<file path="src/rtl/exe_result_arbiter.sv">
// Result arbiter for the EXE functional units. Fixed priority (lowest index
// wins) with an age counter per unit that forces a grant to a starved unit.
// Results leave through one registered stage with valid/ready backpressure.
module exe_result_arbiter #(
    parameter int N_UNITS  = 10,
    parameter int W        = 32,
    parameter int MAX_WAIT = 8
) (
    input  logic                 clk,
    input  logic                 reset_n,
    input  logic                 flush_i,
    input  logic [N_UNITS-1:0]   unit_valid_i,
    input  logic [N_UNITS*W-1:0] unit_data_i,
    input  logic [N_UNITS*5-1:0] unit_rd_i,
    output logic [N_UNITS-1:0]   unit_ready_o,
    input  logic                 out_ready_i,
    output logic                 out_valid_o,
    output logic [W-1:0]         out_data_o,
    output logic [4:0]           out_rd_o,
    output logic [3:0]           out_unit_o
);

    localparam int AW = $clog2(MAX_WAIT + 1);

    logic [AW-1:0]      r_age [N_UNITS];
    logic               r_valid;
    logic [W-1:0]       r_data;
    logic [4:0]         r_rd;
    logic [3:0]         r_unit;

    logic [N_UNITS-1:0] w_aged;
    logic [N_UNITS-1:0] w_sel;
    logic [N_UNITS-1:0] w_grant;
    logic [N_UNITS-1:0] w_ready;
    logic [3:0]         w_gidx;
    logic [W-1:0]       w_data;
    logic [4:0]         w_rd;
    logic               w_load;
    logic               w_acc;

    // Grant: lowest-index aged requester if any, else lowest-index requester.
    always_comb begin
        w_gidx  = '0;
        w_grant = '0;
        w_data  = '0;
        w_rd    = '0;
        for (int i = 0; i < N_UNITS; i++)
            w_aged[i] = unit_valid_i[i] && (r_age[i] == AW'(MAX_WAIT));
        w_sel = (|w_aged) ? w_aged : unit_valid_i;
        // Scan downwards so the lowest set bit is the last one written.
        for (int i = N_UNITS - 1; i >= 0; i--) begin
            if (w_sel[i]) begin
                w_gidx  = 4'(i);
                w_grant = N_UNITS'(1) << i;
            end
        end
        for (int i = 0; i < N_UNITS; i++) begin
            if (w_gidx == 4'(i)) begin
                w_data = unit_data_i[i*W +: W];
                w_rd   = unit_rd_i[i*5 +: 5];
            end
        end
    end

    assign w_load       = ~r_valid | out_ready_i;
    assign w_ready      = w_grant & {N_UNITS{w_load & ~flush_i & reset_n}};
    assign w_acc        = |w_ready;
    assign unit_ready_o = w_ready;

    // Age counters: count waiting cycles, clear on accept/idle/flush, saturate.
    always_ff @(posedge clk) begin
        for (int i = 0; i < N_UNITS; i++) begin
            if (!reset_n || flush_i || w_ready[i] || !unit_valid_i[i])
                r_age[i] <= '0;
            else if (r_age[i] != AW'(MAX_WAIT))
                r_age[i] <= r_age[i] + AW'(1);
        end
    end

    // Output stage: flush drops the result, accept loads, downstream take drains.
    always_ff @(posedge clk) begin
        if (!reset_n) begin
            r_valid <= 1'b0;
            r_data  <= '0;
            r_rd    <= '0;
            r_unit  <= '0;
        end else if (flush_i) begin
            r_valid <= 1'b0;
        end else if (w_acc) begin
            r_valid <= 1'b1;
            r_data  <= w_data;
            r_rd    <= w_rd;
            r_unit  <= w_gidx;
        end else if (out_ready_i) begin
            r_valid <= 1'b0;
        end
    end

    assign out_valid_o = r_valid;
    assign out_data_o  = r_data;
    assign out_rd_o    = r_rd;
    assign out_unit_o  = r_unit;

endmodule

</file>
<file path="config.mk">
export PLATFORM = sky130hd
export DESIGN_NAME = exe_result_arbiter
export DESIGN_NICKNAME = d
export VERILOG_FILES = /design/src/rtl/exe_result_arbiter.sv
export SDC_FILE = /design/constraint.sdc
export NUM_CORES = 1
export LEC_CHECK = 0
export ABC_AREA = 0
export BUFFER_PORTS_ARGS = -buffer_cell sky130_fd_sc_hd__buf_2
export CORE_AREA = 2 2 171 173
export CTS_CLUSTER_DIAMETER = 60
export DETAILED_ROUTE_END_ITERATION = 16
export DIE_AREA = 0 0 173 175
export HOLD_SLACK_MARGIN = 0.05
export SYNTH_ARGS = -nofsm -noshare
export SYNTH_HDL_FRONTEND = slang
export SYNTH_SLANG_ARGS = --single-unit
</file>
<file path="constraint.sdc">
create_clock -name clk -period 3.3 [get_ports clk]
set_clock_uncertainty 0.2 [all_clocks]
set_input_delay 0.33 -clock clk [delete_from_list [all_inputs] [get_ports clk]]
set_output_delay 0.33 -clock clk [all_outputs]
set_load 0.01 [all_outputs]
</file>
==> flow_summary.json, run 1 <==
{
  "drive_gt1_frac": 0.575,
  "drt.antenna.violating_nets": 0,
  "cts_root_buffer": "clkbuf_16",
  "wl_per_cell_um": 26.3,
  "drt-total-wl_um": 49700,
  "total_power_w": 0.00352,
  "grt_start_max_net_pins": 63,
  "detailed_place_hpwl_um": 35200,
  "power.static_leakage_nw": 6.26,
  "netlist_top_cells_area": "edfxtp_1 15%, dfxtp_1 11%, a221o_1 9.0%",
  "clockPowerShare": 0.288,
  "rows": 62,
  "synth_commonest_cells": "70 x a221o_1, 66 x nor2_1, 55 x nand2_1",
  "ir_worst_vdd_uv": 230,
  "dr_vias": 11300,
  "endpoint_kind": "output port",
  "antenna_found_initial": 5,
  "grt_use_total": 0.291,
  "yosysTopAreaCellShare": 0.154,
  "failed_checks": "negative setup slack",
  "fin_setup_tns_ns": -0.0595,
  "worst_setup_hold_path_clk_slew_ns": 0.07,
  "grt_pass1_vias": 10600,
  "transition_time_at_the_pin_with_the_least_slew_margin_ns": 0.767,
  "worst_hold_path_type": "primary input to flip-flop",
  "cts.htree.levels": 3,
  "timing.fmax_mhz": 300,
  "grt_setup_unrepaired": "true",
  "area.growth.synth_to_final_pct": 77.4,
  "drc": 0,
  "layout_worst_path_cycle_share": 1.01,
  "cts-buffers-inserted": 9,
  "number_of_synthesized_flops_with_an_enable_pin": 40,
  "finish.cell_count_without_fillers": 1890,
  "setup_violators_final": 2,
  "power_density_nw_per_um2": 255,
  "die_w_um": 173,
  "synth-main-ff-cell": "dfxtp_1",
  "pwr-share-seq": 0.337,
  "timing.max_cap.violations": 0,
  "crit_type": "flip-flop to output port",
  "hp_start": "unit_data_i[245]",
  "floorplan.die_area_um2": 30300,
  "largest_fanout_on_the_critical_path": 6,
  "holdWs_ns": 0.0572,
  "grt-ovfl-total": 0,
  "maximum_clock_path_buffer_count": 2,
  "detail_route.vias_per_cell": 5.97,
  "worst_r2r_endpoint": "out_data_o[24]",
  "worstSkewPairLatency_ns": 0.36,
  "layout.nets": 1904,
  "floorplan_core_area_um2": 28400,
  "postSynthCellCount": 889,
  "finalWorstSetupSlack_ns": -0.0338,
  "floorplan.initialDensity": 0.275,
  "die-height_um": 175,
  "ys_seq_area_frac": 0.262,
  "required_ns": 2.77,
  "worst_case_register_to_register_setup_slack_ns": -0.03,
  "clock-sinks": 82,
  "asyncSetResetFlopFracSynth": 0,
  "power_report.internal_total_w": 0.00230,
  "mappedNetlistNets": 1293,
  "power.share.switching": 0.348,
  "regToRegStartpoint": "r_age[2][1]",
  "synth_top_cell_by_area": "edfxtp_1",
  "cts_tree": "built",
  "sort_of_element_at_the_start_of_the_critical_path": "flip-flop",
  "finalWeightedCongestion": 0.944,
  "final_period_minus_worst_setup_slack_ns": 3.33,
  "yosys.cell_count.top_type": "a221o_1",
  "finalHoldViolCount": 0,
  "holdPathStages": 3,
  "first_pass_grt_wire_length_um": 66400,
  "detailedPlace.worstSlack_ns": -0.171,
  "ys_ff_latch": 82,
  "placement.io_buffers": 435,
  "place_inst": 1772,
  "power.switching_w": 0.00123,
  "netlist-cell-type-count": 71,
  "ff2ff_path_depth": 15,
  "synth_warnings": 0,
  "synthesized_area_um2": 7800,
  "outcome": "complete, but fails checks",
  "floorplan.io_pins": 436,
  "slew_headroom": 0.489,
  "synthesis.area_per_instance_um2": 8.78,
  "drt_pre_antenna_iters": 9,
  "slew_viol_final": 0,
  "timing.critical_path.arrival_ns": 2.80,
  "hold-path-endpoint": "out_data_o[21]",
  "drt_iter0_markers": 1286,
  "power.combinational.fraction": 0.374
}
==> critical path, stage by stage (launching register included) <==
cell and delay, ns:
edfxtp_1 0.39, inv_1 0.08, ha_2 0.18, and4b_4 0.24, buf_6 0.12, nor2_4 0.05
buf_4 0.14, a41o_4 0.28, a21oi_4 0.15, buf_6 0.15, nand3_4 0.09, or3_4 0.42
inv_2 0.07, buf_6 0.09
==> state kept, by name, summed over array words and instances, names as in the netlist <==
signal,count
out_unit_o,4
out_valid_o,1
r_age,40
out_rd_o,5
out_data_o,32
==> worst max-delay path by stage <==
stage	start	endpoint	slack [ns]	depth (start not counted)
floorplan	r_age[5][0]	r_age[5][2]	0.13	13
global placement	r_age[9][0]	out_data_o[13]	-0.13	12
detailed placement	r_age[9][0]	out_data_o[13]	-0.17	12
CTS	r_age[1][0]	unit_ready_o[9]	-0.05	13
global route	r_age[2][0]	out_data_o[0]	-0.14	15
finish	r_age[2][1]	unit_ready_o[9]	-0.03	13
==> timing repair <==
action	CTS	global route
hold buffers	14	1
endpoints found under the setup margin	73	62
hold endpoints to repair	14	1
gates cloned	1	17
setup buffers	22	48
resized for setup	33	129
pin swaps	12	75
==> per-layer routing <==
metal | wire length [µm] | share of wire | global-route usage | up-vias
li1 | - | - | - | 4871
met1 | 19400 | 0.39 | 0.358 | 5319
met2 | 22300 | 0.45 | 0.474 | 876
met3 | 5730 | 0.12 | 0.0886 | 200
met4 | 2250 | 0.045 | 0.114 | 8
met5 | 53 | 0.0011 | 0 | -
==> layout by cell type, fill, tap and decap left out, types with 10 or more instances in the layout <==
cell type and instances:
a211oi_1 13, a211oi_2 27, a21oi_1 45, a221o_1 70
a221oi_2 22, a22oi_1 11, and3_1 22, buf_12 34
buf_2 434, buf_4 153, buf_6 30, clkbuf_16 22
dfxtp_1 42, dlygate4sd3_1 15, edfxtp_1 40, ha_1 12
inv_1 47, nand2_1 54, nand3_1 15, nand4_1 17
nor2_1 59, o2111ai_1 14, o22ai_1 42, o22ai_2 25
xnor2_1 10, xor2_1 10
==> through the flow <==
stage / utilization / cell area (µm²)
6_report: 0.487 / 13800
5_1_grt: 0.487 / 13800
4_1_cts: 0.432 / 12300
3_5_place_dp: 0.406 / 11500
3_3_place_gp: 0.406 / 11500
2_1_floorplan: - / 7800
==> cells by family after synthesis <==
kind of cell	share of synthesized area
flops	0.262
buf+inv	0.0746
fa+ha+maj	0.0321
compound gates	0.445
xor+xnor	0.0224
mux	0.0101
simple gates	0.154
==> power groups by stage <==
stage / clock, W / combinational (W) / sequential [W]
2_1_floorplan: 0 / 0.000469 / 0.00123
3_3_place_gp: 0 / 0.00109 / 0.00121
3_5_place_dp: 0 / 0.00110 / 0.00121
4_1_cts: 0.00104 / 0.00114 / 0.00118
5_1_grt: 0.00108 / 0.00138 / 0.00120
6_report: 0.00102 / 0.00132 / 0.00119
==> area by class of cell <==
class | count | area [µm²]
Fill cell | 2681 | 14600
Multi-Input combinational cell | 674 | 5970
Timing Repair Buffer | 682 | 4880
Sequential cell | 82 | 2040
Tap cell | 384 | 480
Clock buffer | 9 | 225
Inverter | 51 | 191
Clock inverter | 7 | 52.6
Antenna cell | 1 | 2.50
(Power assumes the default switching activity.)
==> inputs of run 2 (changes only) <==
BUFFER_PORTS_ARGS = -buffer_cell sky130_fd_sc_hd__buf_4   (was -buffer_cell sky130_fd_sc_hd__buf_2)
==> run 2 against run 1 <==
The flow still finishes with violations (negative setup slack). Highest routed layer unchanged. Utilization increased by 2.1 points. Register-to-register slack got worse by 0.02 ns. Final cell count shrank 0.48%.
==> flow_summary.json, run 2 (same netlist as run 1, synthesis figures left out) <==
{
  "slew_viol_final": 0,
  "design_area_um2": 14400,
  "grt.met1_usage": 0.370,
  "drt_iter0_markers": 964,
  "endpoint_kind": "output port",
  "num-fill-cells": 2686,
  "detail_route.vias_per_cell": 5.84,
  "detailedPlace.worstSlack_ns": -0.422,
  "finalWorstSetupSlack_ns": -0.116,
  "cts.htree.levels": 3,
  "transition_time_at_the_pin_with_the_least_slew_margin_ns": 0.718,
  "power.static_leakage_nw": 6.38,
  "worst_setup_hold_path_clk_slew_ns": 0.08,
  "crit_type": "flip-flop to output port",
  "most-common-layout-cells": "590 x buf_4, 70 x a221o_1, 58 x nor2_1",
  "drt_pre_antenna_iters": 5,
  "cts-buffers-inserted": 9,
  "grt-ovfl-total": 0,
  "largest_fanout_on_the_critical_path": 4,
  "rows": 62,
  "dr_vias": 11000,
  "timing.critical_path.mode_cell": "buf_6",
  "finalWeightedCongestion": 0.940,
  "placement.io_buffers": 435,
  "floorplan.die_area_um2": 30300,
  "cts_root_buffer": "clkbuf_16",
  "antenna_found_initial": 4,
  "detailed_place_hpwl_um": 35600,
  "slew_headroom": 0.521,
  "path_cells": "inv_1, ha_2, nand4b_1, and4_4, buf_6, a41oi_4, o21ai_4, buf_6, nor4_4, clkbuf_16, and2_4, buf_6",
  "critical-path-slowest-cell": "edfxtp_1",
  "critical-path-top-delay-family": "simple AND/OR/NAND/NOR gates",
  "die-height_um": 175,
  "setup_violators_final": 25,
  "grt_use_total": 0.297,
  "finalHoldViolCount": 0,
  "wl_per_cell_um": 25.8,
  "layout.nets": 1894,
  "dpl_cell_area_um2": 12600,
  "outcome": "complete, but fails checks",
  "worst_path_largest_cell_delay_ns": 0.41,
  "sort_of_element_at_the_start_of_the_critical_path": "flip-flop",
  "first_pass_grt_wire_length_um": 67800,
  "timing.fmax_mhz": 293,
  "layout_commonest_cell": "buf_4",
  "grt_pass1_vias": 10800,
  "globalRouteMet3Util": 0.0799,
  "worst_hold_path_type": "primary input to flip-flop",
  "floorplan_core_area_um2": 28400,
  "drt-total-wl_um": 48500,
  "die_w_um": 173,
  "timing.max_cap.violations": 0,
  "area.growth.synth_to_final_pct": 85.1,
  "grt_setup_unrepaired": "true",
  "drive_gt1_frac": 0.565,
  "largest-register": "r_age",
  "timing.critical_path.arrival_ns": 2.89,
  "drt.antenna.violating_nets": 0,
  "drc": 0,
  "floorplan.io_pins": 436,
  "clock-sinks": 82,
  "crit_buf_inv": 5,
  "groute.layer.met2.usage": 0.496,
  "required_ns": 2.77,
  "grt_start_max_net_pins": 63,
  "cts_tree": "built",
  "floorplan.initialDensity": 0.275,
  "largest_register_ffs": 40,
  "failed_checks": "negative setup slack",
  "gr-max-usage-layer": "met2",
  "final_period_minus_worst_setup_slack_ns": 3.42,
  "worstSkewPairLatency_ns": 0.37,
  "maximum_clock_path_buffer_count": 2,
  "layout_worst_path_cycle_share": 1.04,
  "ir_worst_vdd_uv": 233,
  "power_density_nw_per_um2": 257
}
-- run 2: routing by layer --
metal,share of wire,wire length [µm],up-vias
met3,0.094,4540,133
met2,0.47,22900,732
li1,-,-,4853
met5,0.00052,25,-
met4,0.037,1810,4
met1,0.40,19200,5254
-- run 2: layout make-up --
class                           count  area (µm²)  area share
Antenna cell                        2        5.00    0.000347
Multi-Input combinational cell    675        5810       0.402
Tap cell                          384         480      0.0333
Timing Repair Buffer              671        5610       0.388
Inverter                           51         194      0.0134
Sequential cell                    82        2040       0.141
Clock inverter                      7        76.3     0.00529
Clock buffer                        9         225      0.0156
-- run 2: stage by stage --
stage                     power [W]  utilization  hold WS, ns  setup TNS, ns  instances
after global routing        0.00384        0.508       0.0595          -3.34       1879
after floorplan             0.00170            -        0.275              0        889
after detailed placement    0.00248        0.446        0.252         -12.07       1785
after CTS                   0.00367        0.484       0.0507         -0.192       1853
final                       0.00371        0.509       0.0537         -0.609       1881
after global placement      0.00247        0.446        0.243          -9.78       1785
-- run 2: path summary, 6_finish.rpt --
kind                     from         endpoint  slack, ns  cells after the start
max               r_age[4][0]  unit_ready_o[5]      -0.12                     12
min          unit_data_i[262]    out_data_o[6]       0.05                      3
max reg2reg       r_age[4][0]    out_data_o[4]      -0.05                     15
min reg2reg     out_unit_o[1]    out_unit_o[1]       0.25                      2
-- run 2: timing repair --
item,in CTS,in global routing
endpoints found under the setup margin,82,71
setup buffers,31,29
pin swaps,20,47
cloned,3,2
hold buffers,18,1
endpoints found under the hold margin,18,1
gates resized for setup,58,100
-- run 2: power by group --
group	switching (W)	leakage [nW]	internal [W]	total, W
sequential	0.0000643	0.840	0.00113	0.00120
clock	0.000511	0.139	0.000593	0.00110
combinational	0.000636	5.40	0.000775	0.00141
-- run 2: worst register-to-register path, stage by stage, from the launching register on --
cell and delay (ns):
edfxtp_1 0.41, inv_1 0.08, ha_2 0.17, nand4b_1 0.16, and4_4 0.27, buf_4 0.15, nand4_1 0.11, and2_1 0.26
buf_6 0.21, nor4_4 0.06, clkbuf_16 0.14, buf_12 0.14, a221o_1 0.28, o31ai_2 0.36, buf_4 0.17, a31oi_1 0.07
==> inputs of run 3 (changes only) <==
clock period = 4 ns   (was 3.3 ns; I/O delays follow)
==> run 3 against run 2 <==
The flow now finishes without violations. Count of clock-buffer cells in the layout unchanged. First-iteration DRC count up 11%. Flip-flop and latch count unchanged. Sequential power down 18%. Clock power down 18%. Hold slack better by 0.056 ns. Design area down 16%. Routed wire length down 7.6%. Largest cell class unchanged. Largest power group unchanged.
==> flow_summary.json, run 3 (same netlist as run 1, synthesis figures left out) <==
{
  "setup_violators_final": 0,
  "final_period_minus_worst_setup_slack_ns": 3.90,
  "largest_register_ffs": 40,
  "detail_route.vias_per_cell": 5.92,
  "setup.worst_path.end": "unit_ready_o[5]",
  "power.static_leakage_nw": 5.27,
  "layout.nets": 1716,
  "antenna_found_initial": 5,
  "floorplan.initialDensity": 0.275,
  "cts-buffers-inserted": 9,
  "maximum_clock_path_buffer_count": 2,
  "clockPowerShare": 0.312,
  "critical-path-slowest-cell": "edfxtp_1",
  "drt_iter0_markers": 1069,
  "required_ns": 3.40,
  "ir_worst_vdd_uv": 143,
  "area.growth.synth_to_final_pct": 55.1,
  "crit_type": "flip-flop to output port",
  "slew_headroom": 0.191,
  "most-common-layout-cells": "486 x buf_4, 70 x a221o_1, 63 x nor2_1",
  "power.switching_w": 0.000983,
  "drive_gt1_frac": 0.467,
  "antenna-diode-count": 0,
  "clock-sinks": 82,
  "rows": 62,
  "die-height_um": 175,
  "largest-register": "r_age",
  "placement.io_buffers": 435,
  "timing.critical_path.depth": 11,
  "power_density_nw_per_um2": 240,
  "worst_case_register_to_register_setup_slack_ns": 0.13,
  "power.share.switching": 0.339,
  "floorplan.io_pins": 436,
  "drt.antenna.violating_nets": 0,
  "endpoint_kind": "output port",
  "ff2ff_path_depth": 12,
  "layout_worst_path_cycle_share": 0.975,
  "drt-total-wl_um": 44800,
  "outcome": "finished clean",
  "transition_time_at_the_pin_with_the_least_slew_margin_ns": 1.21,
  "first_pass_grt_wire_length_um": 64300,
  "num-fill-cells": 2908,
  "timing.critical_path.arrival_ns": 3.30,
  "grt_use_total": 0.280,
  "pwr-share-seq": 0.339,
  "worst_setup_hold_path_clk_slew_ns": 0.08,
  "timing.critical_path.mode_cell": "buf_4",
  "wl_per_cell_um": 26.3,
  "finish.cell_count_without_fillers": 1701,
  "path_cells": "inv_1, ha_1, nand4b_1, and4_2, a41o_1, a21o_1, buf_4, nor4_2, buf_4, and2_1, buf_4",
  "regToRegStartpoint": "r_age[1][0]",
  "largest_fanout_on_the_critical_path": 10,
  "place_inst": 1683,
  "crit_buf_inv": 4,
  "sort_of_element_at_the_start_of_the_critical_path": "flip-flop",
  "drt_pre_antenna_iters": 7,
  "finalWorstSetupSlack_ns": 0.101,
  "floorplan_core_area_um2": 28400,
  "layout_commonest_cell": "buf_4",
  "drc": 0,
  "grt_pass1_vias": 9999,
  "floorplan.die_area_um2": 30300,
  "grt-ovfl-total": 0,
  "power_report.internal_total_w": 0.00192,
  "detailedPlace.worstSlack_ns": 0.0904,
  "worst_path_largest_cell_delay_ns": 0.44,
  "cts_tree": "built",
  "detailed_place_hpwl_um": 34300,
  "source_of_the_critical_timing_path": "r_age[9][0]",
  "dr_vias": 10100,
  "slew_viol_final": 0,
  "worst_r2r_endpoint": "out_data_o[7]",
  "die_w_um": 173,
  "critical-path-top-delay-family": "simple AND/OR/NAND/NOR gates",
  "finalHoldViolCount": 0,
  "timing.fmax_mhz": 256,
  "timing.max_cap.violations": 0,
  "cts_root_buffer": "clkbuf_16",
  "finalWeightedCongestion": 0.972,
  "worstSkewPairLatency_ns": 0.36,
  "power.combinational.fraction": 0.349,
  "cts.htree.levels": 3,
  "grt_start_max_net_pins": 63,
  "worst_hold_path_type": "primary input to flip-flop"
}
[run 3: cell types whose count changed in the layout (fill, tap and decap cells not counted), sizes merged]
cell         delta
clkbuf          -2
buf           -156
clkinv          +1
bufinv          -1
diode           -2
nor2            -1
dlygate4sd3    -19
clkinvlp        -3
inv             +3
[run 3: worst min-delay path by stage]
stage / slack, ns / to / cells after the start / startpoint
3_5_place_dp: 0.25 / out_unit_o[0] / 2 / out_unit_o[0]
6_report: 0.11 / out_data_o[18] / 3 / unit_data_i[18]
4_1_cts: 0.1 / out_data_o[18] / 3 / unit_data_i[18]
5_1_grt: 0.10 / out_data_o[22] / 3 / unit_data_i[22]
3_3_place_gp: 0.25 / out_unit_o[1] / 2 / out_unit_o[1]
2_1_floorplan: 0.28 / out_unit_o[1] / 2 / out_unit_o[1]
[run 3: cell type report]
type / instances / area (µm²) / area share
flip-flops and latches: 82 / 2040 / 0.169
repair buffers: 494 / 3810 / 0.315
multi-input cells: 674 / 5280 / 0.436
inverters: 51 / 191 / 0.0158
clock buffers: 9 / 225 / 0.0186
well taps: 384 / 480 / 0.0397
clock inverters: 7 / 76.3 / 0.00631
[run 3: power by group through the flow]
stage                     registers (W)  clock network, W  logic, W
after floorplan                 0.00101                 0  0.000387
after global placement          0.00100                 0  0.000987
after detailed placement        0.00100                 0  0.000991
after CTS                      0.000982          0.000929  0.000994
after global routing           0.000990          0.000954   0.00106
final                          0.000984          0.000905   0.00101
[run 3: per-layer routing]
metal,global-route usage,vias to the layer above,share of wire
met5,0,-,0.0011
met4,0.0731,8,0.019
met3,0.0657,70,0.089
met2,0.470,610,0.48
met1,0.360,4908,0.41
li1,-,4478,-
[run 3: worst register-to-register path, cell delays in order, from the launching register on]
cell	delay, ns
edfxtp_1	0.40
inv_1	0.07
ha_1	0.21
and4b_4	0.23
or2_4	0.32
o31ai_4	0.42
a21o_1	0.25
buf_4	0.28
nor3_2	0.13
buf_4	0.31
a221o_1	0.34
a211oi_1	0.45
a211oi_2	0.14
[run 3: through the flow]
stage | area [µm²] | util | total power, W | TNS (ns) | hold WS (ns)
after global routing | 12100 | 0.426 | 0.00301 | -0.00813 | 0.105
after floorplan | 7800 | - | 0.00140 | 0 | 0.275
final | 12100 | 0.426 | 0.00290 | 0 | 0.110
after CTS | 12100 | 0.425 | 0.00291 | 0 | 0.0965
after global placement | 11700 | 0.414 | 0.00199 | 0 | 0.247
after detailed placement | 11700 | 0.414 | 0.00199 | 0 | 0.255
[run 3: repair_timing]
item,4_1_cts,5_1_grt
hold buffers,0,0
setup buffers,0,1
pin swaps,0,1
endpoints found under the setup margin,2,6
endpoints found under the hold margin,0,0
gates cloned,0,1
resized for setup,2,5
